$ cat src/rtl/lcg_stim_pkg.sv
`default_nettype none
// ============================================================================
// Module   : lcg_stim_pkg
// Purpose  : Shared types and constants for the LCG stimulus/response engine:
//            stimulus mode and FSM state enums, LCG default constants, MISR
//            feedback taps and the 32-bit chunk-count helper.
// Ports    : none (package)
// Revision : 1.0 - initial release
// ============================================================================
package lcg_stim_pkg;

   // Stimulus pattern selected at start. RSVD is treated as LCG.
   typedef enum logic [1:0] {
      MODE_LCG   = 2'd0,
      MODE_WALK1 = 2'd1,
      MODE_ALT   = 2'd2,
      MODE_RSVD  = 2'd3
   } mode_e;

   typedef enum logic [1:0] {
      ST_IDLE    = 2'd0,
      ST_FILL    = 2'd1,
      ST_PRESENT = 2'd2
   } state_e;

   localparam logic [31:0] c_lcg_mul = 32'h41C6_4E6D;
   localparam logic [31:0] c_lcg_inc = 32'h0000_3039;

   // Feedback taps of the signature register: bits 31, 21, 1 and 0.
   localparam logic [31:0] c_misr_taps = 32'h8020_0003;

   // Number of 32-bit slices needed to cover a vector of the given width.
   function automatic int nchunk(input int width);
      return (width + 31) / 32;
   endfunction

endpackage
`default_nettype wire

$ cat src/rtl/lcg_stim_misr.sv
`default_nettype none
// ============================================================================
// Module   : lcg_stim_misr
// Purpose  : 32-bit multiple-input signature register. Folds an OUT_W-bit
//            response sample into 32 bits (XOR of all 32-bit slices, top
//            slice zero-padded) and merges it into a shifting LFSR state.
// Ports    : clk        - clock
//            rst_n      - asynchronous active-low reset
//            clear      - synchronous clear of the signature (wins over a
//                         coincident sample)
//            resp_valid - sample strobe
//            resp_data  - OUT_W-bit response sample
//            signature  - current 32-bit signature
// Revision : 1.0 - initial release
// ============================================================================
module lcg_stim_misr
   import lcg_stim_pkg::*;
#(
   parameter int OUT_W = 330
) (
   input  logic             clk,
   input  logic             rst_n,
   input  logic             clear,
   input  logic             resp_valid,
   input  logic [OUT_W-1:0] resp_data,
   output logic [31:0]      signature
);

   localparam int c_nslice = nchunk(OUT_W);
   localparam int c_pad_w  = c_nslice * 32;

   logic [c_pad_w-1:0] w_padded;
   logic [31:0]        w_fold;
   logic [31:0]        sig_q;
   logic [31:0]        sig_d;

   generate
      if (c_pad_w > OUT_W) begin : g_pad
         assign w_padded = {{(c_pad_w - OUT_W){1'b0}}, resp_data};
      end else begin : g_nopad
         assign w_padded = resp_data;
      end
   endgenerate

   always_comb begin
      w_fold = '0;
      for (int s = 0; s < c_nslice; s++) begin
         w_fold = w_fold ^ w_padded[s*32 +: 32];
      end
   end

   always_comb begin
      sig_d = sig_q;
      if (clear) begin
         sig_d = '0;
      end else if (resp_valid) begin
         sig_d = {sig_q[30:0], ^(sig_q & c_misr_taps)} ^ w_fold;
      end
   end

   always_ff @(posedge clk or negedge rst_n) begin
      if (!rst_n) begin
         sig_q <= '0;
      end else begin
         sig_q <= sig_d;
      end
   end

   assign signature = sig_q;

endmodule
`default_nettype wire

$ cat src/rtl/lcg_stim_engine.sv
`default_nettype none
// ============================================================================
// Module   : lcg_stim_engine
// Purpose  : Stimulus/response engine for fuzz harnesses. Emits cycles+1
//            IN_W-bit stimulus words over valid/ready (LCG, walking-one or
//            alternating patterns) and compresses the response stream into a
//            32-bit MISR signature.
// Ports    : clk, rst_n          - clock, asynchronous active-low reset
//            start               - launch pulse (ignored while busy)
//            seed, cycles, mode  - run configuration, sampled on start
//            stim_valid/ready    - stimulus handshake
//            stim_data           - IN_W-bit stimulus word
//            resp_valid/data     - OUT_W-bit response sample strobe/data
//            busy                - run in progress
//            done                - pulse on the cycle the last word is taken
//            word_cnt            - words accepted in the current run
//            signature           - MISR state
// Revision : 1.0 - initial release
// ============================================================================
module lcg_stim_engine
   import lcg_stim_pkg::*;
#(
   parameter int          IN_W    = 260,
   parameter int          OUT_W   = 330,
   parameter logic [31:0] LCG_MUL = c_lcg_mul,
   parameter logic [31:0] LCG_INC = c_lcg_inc
) (
   input  logic             clk,
   input  logic             rst_n,
   input  logic             start,
   input  logic [31:0]      seed,
   input  logic [31:0]      cycles,
   input  logic [1:0]       mode,
   output logic             stim_valid,
   input  logic             stim_ready,
   output logic [IN_W-1:0]  stim_data,
   input  logic             resp_valid,
   input  logic [OUT_W-1:0] resp_data,
   output logic             busy,
   output logic             done,
   output logic [31:0]      word_cnt,
   output logic [31:0]      signature
);

   localparam int c_nchunk  = nchunk(IN_W);
   localparam int c_chunk_w = (c_nchunk > 1) ? $clog2(c_nchunk) : 1;
   localparam int c_pos_w   = (IN_W > 1) ? $clog2(IN_W) : 1;

   localparam logic [c_chunk_w-1:0] c_last_chunk = c_chunk_w'(c_nchunk - 1);
   localparam logic [c_pos_w-1:0]   c_last_pos   = c_pos_w'(IN_W - 1);

   state_e               state_q,    state_d;
   mode_e                mode_q,     mode_d;
   logic [31:0]          rng_q,      rng_d;
   logic [31:0]          cycles_q,   cycles_d;
   logic [31:0]          word_cnt_q, word_cnt_d;
   logic [c_chunk_w-1:0] chunk_q,    chunk_d;
   logic [c_pos_w-1:0]   walk_pos_q, walk_pos_d;
   logic [IN_W-1:0]      stim_q,     stim_d;

   logic [31:0]     w_rng_next;
   logic [IN_W-1:0] w_lcg_word;
   logic [IN_W-1:0] w_walk_word;
   logic [IN_W-1:0] w_alt_word;
   logic            w_start_ok;
   logic            w_accept;
   logic            w_last;

   assign w_rng_next = rng_q * LCG_MUL + LCG_INC;
   assign w_start_ok = start && (state_q == ST_IDLE);
   assign w_accept   = (state_q == ST_PRESENT) && stim_ready;
   assign w_last     = (word_cnt_q == cycles_q);

   // Current word with the active chunk replaced by the next LCG value; the
   // top chunk keeps only as many low bits as remain of IN_W.
   generate
      for (genvar k = 0; k < c_nchunk; k++) begin : g_chunk
         localparam int c_lo = 32 * k;
         localparam int c_w  = ((IN_W - c_lo) >= 32) ? 32 : (IN_W - c_lo);
         assign w_lcg_word[c_lo +: c_w] = (chunk_q == c_chunk_w'(k))
                                          ? w_rng_next[c_w-1:0]
                                          : stim_q[c_lo +: c_w];
      end
   endgenerate

   // walk_pos tracks word_cnt mod IN_W incrementally, avoiding a divider.
   generate
      for (genvar b = 0; b < IN_W; b++) begin : g_walk
         assign w_walk_word[b] = (walk_pos_q == c_pos_w'(b));
      end
   endgenerate

   assign w_alt_word = {IN_W{word_cnt_q[0]}};

   always_comb begin
      state_d    = state_q;
      mode_d     = mode_q;
      rng_d      = rng_q;
      cycles_d   = cycles_q;
      word_cnt_d = word_cnt_q;
      chunk_d    = chunk_q;
      walk_pos_d = walk_pos_q;
      stim_d     = stim_q;

      case (state_q)
         ST_IDLE: begin
            if (start) begin
               rng_d      = seed;
               cycles_d   = cycles;
               mode_d     = mode_e'(mode);
               word_cnt_d = '0;
               chunk_d    = '0;
               walk_pos_d = '0;
               state_d    = ST_FILL;
            end
         end

         ST_FILL: begin
            case (mode_q)
               MODE_WALK1: begin
                  stim_d  = w_walk_word;
                  state_d = ST_PRESENT;
               end
               MODE_ALT: begin
                  stim_d  = w_alt_word;
                  state_d = ST_PRESENT;
               end
               default: begin
                  rng_d  = w_rng_next;
                  stim_d = w_lcg_word;
                  if (chunk_q == c_last_chunk) begin
                     chunk_d = '0;
                     state_d = ST_PRESENT;
                  end else begin
                     chunk_d = chunk_q + c_chunk_w'(1);
                  end
               end
            endcase
         end

         ST_PRESENT: begin
            if (stim_ready) begin
               // word_cnt wraps naturally when cycles is all-ones.
               word_cnt_d = word_cnt_q + 32'd1;
               walk_pos_d = (walk_pos_q == c_last_pos) ? '0
                                                       : walk_pos_q + c_pos_w'(1);
               chunk_d    = '0;
               state_d    = w_last ? ST_IDLE : ST_FILL;
            end
         end

         default: begin
            state_d = ST_IDLE;
         end
      endcase
   end

   always_ff @(posedge clk or negedge rst_n) begin
      if (!rst_n) begin
         state_q    <= ST_IDLE;
         mode_q     <= MODE_LCG;
         rng_q      <= '0;
         cycles_q   <= '0;
         word_cnt_q <= '0;
         chunk_q    <= '0;
         walk_pos_q <= '0;
         stim_q     <= '0;
      end else begin
         state_q    <= state_d;
         mode_q     <= mode_d;
         rng_q      <= rng_d;
         cycles_q   <= cycles_d;
         word_cnt_q <= word_cnt_d;
         chunk_q    <= chunk_d;
         walk_pos_q <= walk_pos_d;
         stim_q     <= stim_d;
      end
   end

   lcg_stim_misr #(
      .OUT_W (OUT_W)
   ) u_misr (
      .clk        (clk),
      .rst_n      (rst_n),
      .clear      (w_start_ok),
      .resp_valid (resp_valid),
      .resp_data  (resp_data),
      .signature  (signature)
   );

   assign stim_valid = (state_q == ST_PRESENT);
   assign stim_data  = stim_q;
   assign busy       = (state_q != ST_IDLE);
   assign done       = w_accept && w_last;
   assign word_cnt   = word_cnt_q;

endmodule
`default_nettype wire

$ cat config.mk
export PLATFORM = sky130hd
export DESIGN_NAME = lcg_stim_engine
export DESIGN_NICKNAME = d
export VERILOG_FILES = /design/src/rtl/lcg_stim_pkg.sv /design/src/rtl/lcg_stim_misr.sv /design/src/rtl/lcg_stim_engine.sv
export SDC_FILE = /design/constraint.sdc
export NUM_CORES = 2
export LEC_CHECK = 0
export ABC_AREA = 1
export BUFFER_PORTS_ARGS = -buffer_cell sky130_fd_sc_hd__buf_2
export CELL_PAD_IN_SITES_DETAIL_PLACEMENT = 0
export CELL_PAD_IN_SITES_GLOBAL_PLACEMENT = 1
export CORE_UTILIZATION = 41
export CTS_CLUSTER_DIAMETER = 80
export DETAILED_ROUTE_END_ITERATION = 8
export PLACE_DENSITY_LB_ADDON = 0.3
export RECOVER_POWER = 100
export REMOVE_ABC_BUFFERS = 1
export SYNTH_ARGS = -nofsm -noshare
export SYNTH_HDL_FRONTEND = slang
export SYNTH_SLANG_ARGS = --single-unit
$ cat constraint.sdc
create_clock -name clk -period 8.01 [get_ports clk]
set_input_delay 0.801 -clock clk [delete_from_list [all_inputs] [get_ports clk]]
set_output_delay 0.801 -clock clk [all_outputs]
set_load 0.05 [all_outputs]
==> results_tabular.tex <==
\begin{tabular}{lr}
\hline
Metric & Value \\
\hline
\multicolumn{2}{l}{\textbf{Synth}} \\
\quad Number of flops mapped to enable cells by yosys & 0 \\
\quad Post-synth top flop & sky130\_fd\_sc\_hd\_\_dfrtp\_1 \\
\quad Asr flop ratio synth & 100\% \\
\quad Proportion of synthesized chip area in sequential cells & between 30\% and 40\% \\
\quad Synthesized flop and latch total & between 400 and 500 \\
\quad Count of warnings emitted by yosys & 0 \\
\quad Synth cell types & 44 \\
\quad Post-synthesis instance area & approximately 32,000 sq um \\
\quad Average footprint of a synthesized cell & 8.01 sq um \\
\quad Syn Inst Count & slightly above 4,000 \\
\multicolumn{2}{l}{\textbf{Worst setup path}} \\
\quad Signal arrival time at the worst endpoint & 7690 ps \\
\quad Longest individual stage delay on the worst path & between 1500 and 2000 ps \\
\quad Critical path endpoint category & flip-flop \\
\quad Worst R2R Setup Slack & approximately 740 ps \\
\quad Kind of cell adding the most delay to the critical path & buffers and inverters \\
\quad Path type of the worst setup path & reg -> reg \\
\quad Critical path buffers and inverters & 4 \\
\quad Data required time at the worst endpoint & around 8400 ps \\
\quad Library cell contributing the largest single delay on the critical path & sky130\_fd\_sc\_hd\_\_a21oi\_2 \\
\quad Launching element type of the critical path & flip-flop \\
\quad Largest driver fanout on the critical path & 43 \\
\quad Ordered cell list for the critical path & inv\_1 > nor2\_4 > clkbuf\_1 > inv\_1 > a21oi\_2 > inv\_2 > a21oi\_1 > a21oi\_1 \\
\multicolumn{2}{l}{\textbf{Status}} \\
\quad Outcome & complete, but fails checks \\
\quad Failing checks & capacitance limit, slew limit \\
\multicolumn{2}{l}{\textbf{Flow run}} \\
\quad Max-capacitance violation count & 14 \\
\multicolumn{2}{l}{\textbf{Drt}} \\
\quad Total iterations of the first detailed-routing run & 6 \\
\quad Count of vias placed by the detailed router & between 30,000 and 40,000 \\
\quad Remaining number of nets flagged by the antenna check after routing & 0 \\
\quad Final Routed Wirelength & 142,000 um \\
\quad Drt first-iter violations & 2,822 \\
\quad Count of unresolved DRC violations after routing & 0 \\
\quad Routed wire length per instance & roughly 25 um \\
\quad Via-to-Cell Ratio & 5.33 \\
\multicolumn{2}{l}{\textbf{Die}} \\
\quad Initial core utilization & a little over two fifths \\
\quad Width of the chip & between 200 and 300 um \\
\quad Num ports & roughly 730 \\
\quad Die Height & 283 um \\
\quad Number of standard-cell rows in the floorplan & 102 \\
\quad Core Region & just under 80,000 sq um \\
\quad Total Die Area & 80,000 sq um \\
\multicolumn{2}{l}{\textbf{Clock network}} \\
\quad Root Buffer & sky130\_fd\_sc\_hd\_\_clkbuf\_16 \\
\quad Number of buffers inserted during clock tree synthesis & 51 \\
\quad Clock tree sinks & just over 400 \\
\quad Post-CTS Setup Bufs & 0 \\
\quad Number of gates resized after CTS & 0 \\
\quad TritonCTS clock tree & done \\
\quad H-Tree Level Count & 2 \\
\quad Source-to-sink clock delay at the later pin of the worst-skew pair & 670 ps \\
\quad CTS Hold Bufs & 0 \\
\quad Clock transition at the registers of the reported paths & about 60 ps \\
\quad Clock buffer depth & 3 \\
\multicolumn{2}{l}{\textbf{Global routing}} \\
\quad Total GRT Usage & about a third \\
\quad Wire length of the first global-routing pass & between 200,000 and 250,000 um \\
\quad Number of global-route vias before repair & slightly below 30,000 \\
\quad Initial antenna violation count & 42 \\
\quad Largest net degree at the start of global routing & around 180 \\
\quad GRT overflow & 0 \\
\multicolumn{2}{l}{\textbf{Timing}} \\
\quad Setup Viol. Count Final & 0 \\
\quad Worst clock skew & approximately 81 ps \\
\quad Ratio of final minimum period to clock period & between 90\% and 100\% \\
\quad Actual transition at the worst max-transition pin & approximately 6600 ps \\
\quad Fmax & 0.138 GHz \\
\quad Time the final worst path needs with I/O delays and setup & approximately 7300 ps \\
\quad Worst rel slew slack & -337\% \\
\quad Max-slew violation count & a little over 600 \\
\quad Total count of hold-check failures in the final report & 0 \\
\quad Unrepaired setup endpoints after global routing & false \\
\quad Post-route setup TNS & 0 ps \\
\multicolumn{2}{l}{\textbf{Finish}} \\
\quad Proportion of layout cells with a drive suffix above 1 & a little under an eighth \\
\quad Area growth from synthesis to layout & 18.2\% \\
\quad Final net count & $\sim$5,500 \\
\multicolumn{2}{l}{\textbf{Place}} \\
\quad Post-detail-place hpwl & 113,000 um \\
\quad Final estimated routing congestion in global placement & between 0.9 and 1 \\
\quad Count of buffers from port buffering & roughly 730 \\
\multicolumn{2}{l}{\textbf{Min path}} \\
\quad Class of the tightest hold or removal check & in -> reg \\
\hline
\end{tabular}
==> synthesized netlist by cell type, drive strengths merged (28+ instances only) <==
library cell	instances	share of area [%]
a31oi	28	0.54
clkbuf	155	1.8
dfrtp	405	31
nor3	34	0.64
xnor2	220	6.0
o21ai	327	5.1
ha	218	8.4
fa	187	12
inv	585	6.8
xor2	163	4.4
nand2	632	7.4
nand3	78	1.3
a21oi	505	7.8
o22ai	28	0.54
nor2	371	4.5
==> cell type report <==
class / instances / area (sq um)
Tap cell: 1040 / 1300
Clock buffer: 66 / 1420
Sequential cell: 405 / 10100
Timing Repair Buffer: 758 / 3450
Antenna cell: 20 / 50.0
Clock inverter: 28 / 353
Inverter: 589 / 2220
Multi-Input combinational cell: 2866 / 19300
Fill cell: 8106 / 39500
==> cell families (layout without fill, tap and decap cells) <==
family | Yosys count | in the layout | share of synthesized area, %
XOR/XNOR | 383 | 383 | 10.4
buffers and inverters | 765 | 1441 | 8.94
AND/OR/NAND/NOR | 1161 | 1161 | 14.6
AO/OA/AOI/OAI | 917 | 917 | 14.7
flip-flops | 405 | 405 | 31.3
other | 0 | 20 | 0
adder cells (fa/ha/maj) | 405 | 405 | 20.0
==> through the flow <==
stage	utilization [%]	hold slack, ps	instances	cell area, sq um	worst slack [ps]
detailed placement	47.5	470	5658	36900	977
global route	49.1	361	5769	38200	319
floorplan	-	449	3860	31700	1610
global placement	47.5	464	5658	36900	993
CTS	49.8	263	5752	38700	982
finish	49.2	364	5772	38200	740
==> final timing paths <==
kind	start	endpoint	cells past startpoint
worst max-delay path	state_q[0]	stim_data[115]	8
worst min-delay path	cycles[10]	cycles_q[10]	3
worst max register to register	state_q[0]	stim_data[115]	8
worst min register to register	rng_q[31]	rng_q[31]	2
max in group asynchronous	rst_n	stim_data[26]	1
min in group asynchronous	rst_n	stim_data[140]	1
==> worst reg2reg max path: cells and delay by family, from the launching register on <==
kind	cells	cell delay (ps)
compound gates	3	2340
buf+inv	4	4240
flops	1	390
simple gates	1	80
==> registers in the layout (all words and copies together), names as in the netlist <==
signal,flops
walk_pos_q,9
stim_data,260
mode_q,2
word_cnt,32
chunk_q,4
state_q,2
cycles_q,32
rng_q,32
u_misr.signature,32
==> metal layers <==
metal / global-route usage (%) / up-vias / part of all wire (%) / wire (um)
met1: 43.1 / 14700 / 38 / 53500
met3: 7.12 / 377 / 8.3 / 11800
li1: - / 14200 / - / -
met2: 54.9 / 1478 / 45 / 64600
met4: 26.1 / 16 / 8.7 / 12300
met5: 0 / - / 0.068 / 97
==> placed cells by master (no fill, tap or decap), drive strengths merged, types with 28 or more instances in the layout <==
cell    count
xnor2     220
nand2     632
dfrtp     405
nor2      371
fa        187
nand3      78
buf       416
o22ai      28
ha        218
a21oi     505
o21ai     327
xor2      163
clkbuf    408
inv       586
nor3       34
a31oi      28
Power is not shown: default switching activity piles up to over one toggle a cycle in this logic, so the estimate is an artifact.
